==> src/rtl/pcpi_dispatch.sv <==
// Fans one picorv32 PCPI request out to two coprocessors, hands ownership to the
// first claimant and returns its result; claim and busy watchdogs prevent CPU hangs.
module pcpi_dispatch #(
    parameter int CLAIM_CYCLES = 4,
    parameter int MAX_BUSY     = 1024
) (
    input  logic        clk,
    input  logic        reset,
    input  logic        m_pcpi_valid,
    input  logic [31:0] m_pcpi_insn,
    input  logic [31:0] m_pcpi_rs1,
    input  logic [31:0] m_pcpi_rs2,
    input  logic [31:0] m_pcpi_rs3,
    output logic        m_pcpi_wr,
    output logic [31:0] m_pcpi_rd,
    output logic        m_pcpi_wait,
    output logic        m_pcpi_ready,
    output logic [1:0]  s_pcpi_valid,
    output logic [31:0] s_pcpi_insn,
    output logic [31:0] s_pcpi_rs1,
    output logic [31:0] s_pcpi_rs2,
    output logic [31:0] s_pcpi_rs3,
    input  logic [1:0]  s_pcpi_wr,
    input  logic [63:0] s_pcpi_rd,
    input  logic [1:0]  s_pcpi_wait,
    input  logic [1:0]  s_pcpi_ready,
    output logic        err_abort,
    output logic        err_conflict
);
    // state | meaning
    // IDLE  | no request held
    // ISSUE | request broadcast to both coprocessors, claim window running
    // BUSY  | owner holds wait, busy watchdog running
    // RESP  | m_pcpi_ready pulse with the owner's result
    // DRAIN | request finished or declined, wait for the CPU to drop valid
    typedef enum logic [2:0] {IDLE, ISSUE, BUSY, RESP, DRAIN} state_t;

    localparam int CNT_SPAN = (CLAIM_CYCLES > MAX_BUSY) ? CLAIM_CYCLES : MAX_BUSY;
    localparam int CW       = $clog2(CNT_SPAN) + 1;
    localparam logic [CW-1:0] CLAIM_LAST = CW'(CLAIM_CYCLES - 1);
    localparam logic [CW-1:0] BUSY_LAST  = CW'(MAX_BUSY - 1);

    state_t        state, state_n;
    logic [CW-1:0] cnt, cnt_n;
    logic          owner, owner_n;
    logic          wr_n, wait_n, ready_n, abort_n, conflict_n;
    logic [31:0]   rd_n, insn_n, rs1_n, rs2_n, rs3_n;
    logic [1:0]    valid_n, claim;
    logic [31:0]   rd0, rd1;

    assign claim = s_pcpi_wait | s_pcpi_ready;
    assign rd0   = s_pcpi_rd[31:0];
    assign rd1   = s_pcpi_rd[63:32];

    always_ff @(posedge clk) begin
        if (reset) begin
            state        <= IDLE;
            cnt          <= '0;
            owner        <= 1'b0;
            m_pcpi_wr    <= 1'b0;
            m_pcpi_rd    <= '0;
            m_pcpi_wait  <= 1'b0;
            m_pcpi_ready <= 1'b0;
            s_pcpi_valid <= 2'b00;
            s_pcpi_insn  <= '0;
            s_pcpi_rs1   <= '0;
            s_pcpi_rs2   <= '0;
            s_pcpi_rs3   <= '0;
            err_abort    <= 1'b0;
            err_conflict <= 1'b0;
        end else begin
            state        <= state_n;
            cnt          <= cnt_n;
            owner        <= owner_n;
            m_pcpi_wr    <= wr_n;
            m_pcpi_rd    <= rd_n;
            m_pcpi_wait  <= wait_n;
            m_pcpi_ready <= ready_n;
            s_pcpi_valid <= valid_n;
            s_pcpi_insn  <= insn_n;
            s_pcpi_rs1   <= rs1_n;
            s_pcpi_rs2   <= rs2_n;
            s_pcpi_rs3   <= rs3_n;
            err_abort    <= abort_n;
            err_conflict <= conflict_n;
        end
    end

    always_comb begin
        state_n    = state;
        cnt_n      = cnt;
        owner_n    = owner;
        wr_n       = m_pcpi_wr;
        rd_n       = m_pcpi_rd;
        wait_n     = m_pcpi_wait;
        ready_n    = 1'b0;
        valid_n    = s_pcpi_valid;
        insn_n     = s_pcpi_insn;
        rs1_n      = s_pcpi_rs1;
        rs2_n      = s_pcpi_rs2;
        rs3_n      = s_pcpi_rs3;
        abort_n    = 1'b0;
        conflict_n = 1'b0;
        case (state)
            IDLE: begin
                if (m_pcpi_valid) begin
                    insn_n  = m_pcpi_insn;
                    rs1_n   = m_pcpi_rs1;
                    rs2_n   = m_pcpi_rs2;
                    rs3_n   = m_pcpi_rs3;
                    valid_n = 2'b11;
                    cnt_n   = '0;
                    state_n = ISSUE;
                end
            end
            ISSUE: begin
                // A ready answer beats a wait claim; within each kind coprocessor 0 wins.
                if (!m_pcpi_valid) begin
                    valid_n = 2'b00;
                    state_n = IDLE;
                end else if (|s_pcpi_ready) begin
                    owner_n    = ~s_pcpi_ready[0];
                    rd_n       = s_pcpi_ready[0] ? rd0 : rd1;
                    wr_n       = s_pcpi_ready[0] ? s_pcpi_wr[0] : s_pcpi_wr[1];
                    valid_n    = 2'b00;
                    ready_n    = 1'b1;
                    conflict_n = &claim;
                    state_n    = RESP;
                end else if (|s_pcpi_wait) begin
                    owner_n    = ~s_pcpi_wait[0];
                    valid_n    = s_pcpi_wait[0] ? 2'b01 : 2'b10;
                    wait_n     = 1'b1;
                    cnt_n      = '0;
                    conflict_n = &claim;
                    state_n    = BUSY;
                end else if (cnt == CLAIM_LAST) begin
                    valid_n = 2'b00;
                    state_n = DRAIN;
                end else begin
                    cnt_n = cnt + CW'(1);
                end
            end
            BUSY: begin
                if (!m_pcpi_valid) begin
                    valid_n = 2'b00;
                    wait_n  = 1'b0;
                    state_n = IDLE;
                end else if (s_pcpi_ready[owner]) begin
                    rd_n    = owner ? rd1 : rd0;
                    wr_n    = s_pcpi_wr[owner];
                    valid_n = 2'b00;
                    wait_n  = 1'b0;
                    ready_n = 1'b1;
                    state_n = RESP;
                end else if (cnt == BUSY_LAST) begin
                    valid_n = 2'b00;
                    wait_n  = 1'b0;
                    abort_n = 1'b1;
                    state_n = DRAIN;
                end else begin
                    cnt_n = cnt + CW'(1);
                end
            end
            RESP: begin
                state_n = DRAIN;
            end
            DRAIN: begin
                if (!m_pcpi_valid) state_n = IDLE;
            end
            default: begin
                state_n = IDLE;
            end
        endcase
    end
endmodule

==> config.mk <==
export PLATFORM = sky130hd
export DESIGN_NAME = pcpi_dispatch
export DESIGN_NICKNAME = d
export VERILOG_FILES = /design/src/rtl/pcpi_dispatch.sv
export SDC_FILE = /design/constraint.sdc
export NUM_CORES = 1
export LEC_CHECK = 0
export ABC_AREA = 1
export CAP_MARGIN = 20
export CELL_PAD_IN_SITES_DETAIL_PLACEMENT = 1
export CELL_PAD_IN_SITES_GLOBAL_PLACEMENT = 2
export CORE_UTILIZATION = 19
export DETAILED_ROUTE_END_ITERATION = 7
export GPL_ROUTABILITY_DRIVEN = 1
export PLACE_DENSITY = 0.83
export SLEW_MARGIN = 25
export SYNTH_ARGS = -nofsm -noshare
export SYNTH_HDL_FRONTEND = slang
export SYNTH_SLANG_ARGS = --single-unit
==> constraint.sdc <==
create_clock -name clk -period 1.67 [get_ports clk]
set_input_delay 0.501 -clock clk [delete_from_list [all_inputs] [get_ports clk]]
set_output_delay 0.501 -clock clk [all_outputs]
set_load 0.02 [all_outputs]
# Word-level counts from Yosys, hierarchy flattened
# Cells that the tools add are included.
dict set report classes {
  addsub 1
  n_lt_le_gt_ge 1
  n_eq_ne 19
  n_mux 63
  n_bitwise 6
  n_reduce_logical 16
}
# cell n
set ops {}
lappend ops {{2-to-1 mux 32 bit} 6}
lappend ops {{2-to-1 mux 11 bit} 8}
lappend ops {{case mux 32 bit (2 select lines)} 1}
lappend ops {{case mux 11 bit (3 select lines)} 1}
lappend ops {{2-to-1 mux 3 bit} 9}
lappend ops {{2-to-1 mux 1 bit} 24}
lappend ops {{inequality test 2 bit, second input constant} 10}
lappend ops {{2-to-1 mux 2 bit} 9}
lappend ops {{case mux 3 bit (5 select lines)} 1}
lappend ops {{adder 11 x 1 -> 11 bit, second input constant} 1}
lappend ops {{== test 11 x 10 -> 1 bit, second input constant} 1}
lappend ops {{== test 11 x 2 -> 1 bit, second input constant} 1}
lappend ops {{AND reduction 5 bit} 2}
lappend ops {{AND reduction 4 bit} 2}
lappend ops {{AND reduction 8 bit} 1}
lappend ops {{== test 3 x 2 -> 1 bit, second input constant} 2}
lappend ops {{case mux 1 bit (2 select lines)} 3}
lappend ops {{case mux 2 bit (3 select lines)} 1}
lappend ops {{inequality test 5 bit, second input constant} 1}
lappend ops {{inverter 1 bit} 5}
lappend ops {{inequality test 4 bit, second input constant} 1}
lappend ops {{AND reduction 2 bit} 2}
lappend ops {{nonzero test 2 bit} 2}
lappend ops {{OR reduction 2 bit} 2}
lappend ops {{10 further kinds} 10}
dict set report word_totals {
  regBits 182
  in_bits 201
  output_inout_bits 167
  word_cells 120
}

# Longest topological paths before layout
dict set report logic_depth {
  ltp_word 6
  mapped_depth 12
  depth_no_buf 12
}

# Worst setup path before layout
# No wires, ideal clock.
dict set report synth_timing {
  path_kind {flip-flop to flip-flop}
  start {reg cnt[0]}
  end {reg s_pcpi_valid[0]}
  arrival_time_ns 1.439
  slack_ns 0.118
  stages_incl_launch_ff 11
  period_less_slack_ns 1.552
  cell_sequence {dfxtp_1 ha_1 nand2_1 nor2_2 nand3_2 nand2_2 nand2_1 nor2_2 nand2_1 nand2_1 nor2_1}
}
dict set report synth_between {
  elab_chain_len 3
  elab_cells_between_ends 5
  cone_classes {4 x eq/ne; 1 x reduce/logical}
}
# element line
set synth_rtl {}
lappend synth_rtl {{start: declaration} 44} ;# logic [CW-1:0] cnt, cnt_n;
lappend synth_rtl {{start signal: assignment} 73} ;# cnt <= cnt_n;
lappend synth_rtl {{== test 11 x 2 -> 1 bit or == test 11 x 10 -> 1 bit (tied branches)} {136, 155}}
lappend synth_rtl {{inequality test 5 bit (no line) or inequality test 4 bit (tied branches)} n/a}
lappend synth_rtl {{AND reduction 4 bit (no line) *} n/a}
lappend synth_rtl {{end signal: assignment} 79} ;# s_pcpi_valid <= valid_n;
lappend synth_rtl {{end: declaration} 18} ;# output logic [1:0] s_pcpi_valid,
# Mark *: on every way between the ends. The rest lies on a longest branch, timed or not.
# A chain may end at the register's enable or synchronous reset.

# Final worst setup path
dict set report layout_timing {
  start {reg s_pcpi_insn[2]}
  end {out s_pcpi_insn[2]}
}
# element line
set layout_rtl {}
lappend layout_rtl {{start: declaration} 19} ;# output logic [31:0] s_pcpi_insn,
lappend layout_rtl {{start signal: assignment} 80} ;# s_pcpi_insn <= insn_n;
# No word-level cell between the ends.

==> metrics <==
Pre-Repair DR Iteration Count 4; final hold viol count 0; net count after synthesis 1,368; DRT iter0 DRCs 373; register area share after synthesis 44.7%; met1 WL 15,100 µm; CP max stage delay 0.35 ns; gpl congestion 0.792; Worst setup SP type register; setup TNS 0 ns; power per cell area 1320 nW/µm²; MaxCap Viol Count 0; number of flops mapped to enable cells by yosys 0; Syn Area/Cell 6.99 µm²; Setup violations, final 0; CTS tree yes; CP Cell Sequence clkdlybuf4s15_1; htree depth 4; Die ar. 43,700 µm²; Port Buf Inserts 367; P_leak 5.44 nW; Psw 7.27 mW; pin count of the biggest net entering global routing 43; final WL 33,800 µm; routed vias/inst 4.45; Initial Util 19.3%; ys flop type dfxtp_1; Worst EP arrival 1.12 ns; pre-CTS WS -0.511 ns; yosys warns 0; clock skew 0.0144 ns; met3 wire length 2290 µm; uppermost layer routed met4; die width 209 µm; layout cells sized above 1 15.1%; status complete, no violations; Max Clk Rate 615 MHz; CTS Hold Bufs 0; initial antenna violation count 1; core area 42,100 µm²; first-pass GRT wire length 52,600 µm; worst-skew pair later-pin latency 0.45 ns; Crit. End Element output pin; Post-DRT Antenna Nets 0; Tmin final 1.63 ns; Residual DRC 0; number of global-route vias before repair 9,569; number of synthesized register bits 182; commonest cells after routing, fill and taps aside nand2_1 (317), clkdlybuf4s50_1 (196), dfxtp_1 (176); Final Max Tran Viols 0; commonest non-fill, non-tap cell in the layout nand2_1; grt ovf 0; Internal Dissipation 10.6 mW; Critical Path RT 1.17 ns; crit path max fanout 2; fraction of power consumed by sequential logic 32.3%; Vias 9,308; worst setup path class reg2out; worst slew pin tran 0.385 ns; GRT Total Usage 15.2%; drt wl/cell 16.1 µm; clock-pin slew on the worst setup and hold paths 0.07 ns; Clk pwr share 22.6%; clock buffer count from CTS 17; Pwr Total 17.8 mW; Async SR Flop Fraction 0%; combinational power share 45.1%; Clock Tree Buf Depth 2; io pins 368; slew margin rel. 74.4%; Post-Synthesis Cell Area 8150 µm²; Clock Root Buffer clkbuf_16; fin area 13,500 µm²; placed cell areas 13,000 µm²; Area growth syn-to-layout 65.6%; Register Area 3650 µm²; Tcrit/Tclk final 97.3%; Hold WC Path Type in2reg; Fillers 5,121; RSZ-0062 raised after global routing yes; hpwl dp 24,500 µm; Nets 1,742; Worst Path Buf+Inv 1; Yosys cell types 30; # clock sinks 182; met2 wire length 16,000 µm; Switching Fraction 40.7%; Final Util 32.0%; crit-path leading delay family buffers and inverters; die height 209 µm; peak supply drop 0.533 mV; Synth Instances 1,166; Core Rows 75; slowest CP cell clkdlybuf4s15_1; Multi-input gate area 3960 µm²; setup slack after layout 0.0443 ns
[per-layer routing]
layer	up-vias	global-route usage, %
met1	4378	18.5
met2	275	25.8
met4	0	3.80
met3	24	4.87
met5	-	0
li1	4631	-
[path summary, 6_finish.rpt]
path,slack (ns),to,depth (start not counted),from
hold reg to reg,0.46,s_pcpi_rs3[27]$_SDFFE_PP0P_,2,s_pcpi_rs3[27]$_SDFFE_PP0P_
setup / recovery,0.04,s_pcpi_insn[2],1,s_pcpi_insn[2]$_SDFFE_PP0P_
hold / removal,0.33,m_pcpi_wait$_SDFFE_PP0P_,2,reset
setup reg to reg,0.12,m_pcpi_rd[2]$_SDFFE_PP0P_,8,state[1]$_SDFFE_PP0P_
[per-stage QoR]
stage | hold slack, ns | std cells
2_1_floorplan | 0.468 | 1166
3_3_place_gp | 0.448 | 2056
3_5_place_dp | 0.452 | 2056
4_1_cts | 0.289 | 2089
5_1_grt | 0.303 | 2093
6_report | 0.325 | 2093
[power by group through the flow]
stage | registers, mW | logic, mW | clock network (mW)
detailed placement | 5.84 | 8.38 | 0
global placement | 5.82 | 8.26 | 0
CTS | 5.74 | 8.05 | 4.21
floorplan | 6.73 | 3.24 | 0
finish | 5.76 | 8.06 | 4.02
global route | 5.89 | 8.80 | 4.37
[state kept, by name, indices dropped and copies added (netlist names)]
| signal | flops |
|---|---|
| s_pcpi_valid | 2 |
| err_abort | 1 |
| s_pcpi_rs3 | 32 |
| state | 3 |
| s_pcpi_rs2 | 32 |
| m_pcpi_ready | 1 |
| err_conflict | 1 |
| m_pcpi_wait | 1 |
| m_pcpi_wr | 1 |
| owner | 1 |
| s_pcpi_rs1 | 32 |
| cnt | 11 |
| s_pcpi_insn | 32 |
| m_pcpi_rd | 32 |
[cell type report]
cell class | instances | share of cell area, %
clock inverters | 15 | 1.03
inverters | 59 | 1.66
multi-input cells | 833 | 29.3
well taps | 539 | 5.00
flip-flops and latches | 182 | 27.1
diodes | 1 | 0.0185
clock buffers | 17 | 3.15
repair buffers | 447 | 32.7
[worst register-to-register path, delay by kind of cell (launching register included)]
family,cells,cell delay [ns]
buffers and inverters,3,0.40
AOI/OAI and AO/OA,1,0.20
DFF,1,0.41
and+or+nand+nor,4,0.44
[cell families after synthesis]
| kind of cell | share of synthesized area, % |
|---|---|
| AOI/OAI and AO/OA | 18.4 |
| adders and majority gates | 0.153 |
| and+or+nand+nor | 28.8 |
| DFF | 44.7 |
| buffers and inverters | 7.89 |
[synth_stat cells, drive strengths merged, types with 2 or more instances]
| master | number | share of area, % |
|---|---|---|
| o21ai | 100 | 6.2 |
| o21bai | 2 | 0.18 |
| nand2 | 332 | 16 |
| o211a | 7 | 0.86 |
| nor2 | 53 | 2.7 |
| a21oi | 139 | 8.8 |
| dfxtp | 182 | 45 |
| inv | 58 | 2.7 |
| a31oi | 30 | 2.3 |
| clkbuf | 38 | 1.8 |
| nor3 | 3 | 0.18 |
| buf | 54 | 3.4 |
| nand3 | 154 | 9.6 |
| nand4 | 9 | 0.69 |
[repair_timing]
action,in CTS,in global routing
gates cloned,1,2
endpoints found under the setup margin,178,158
setup buffers,0,1
gates resized for setup,280,134
pin swaps,1,7
No activity file was read; power rests on OpenSTA's default activity.
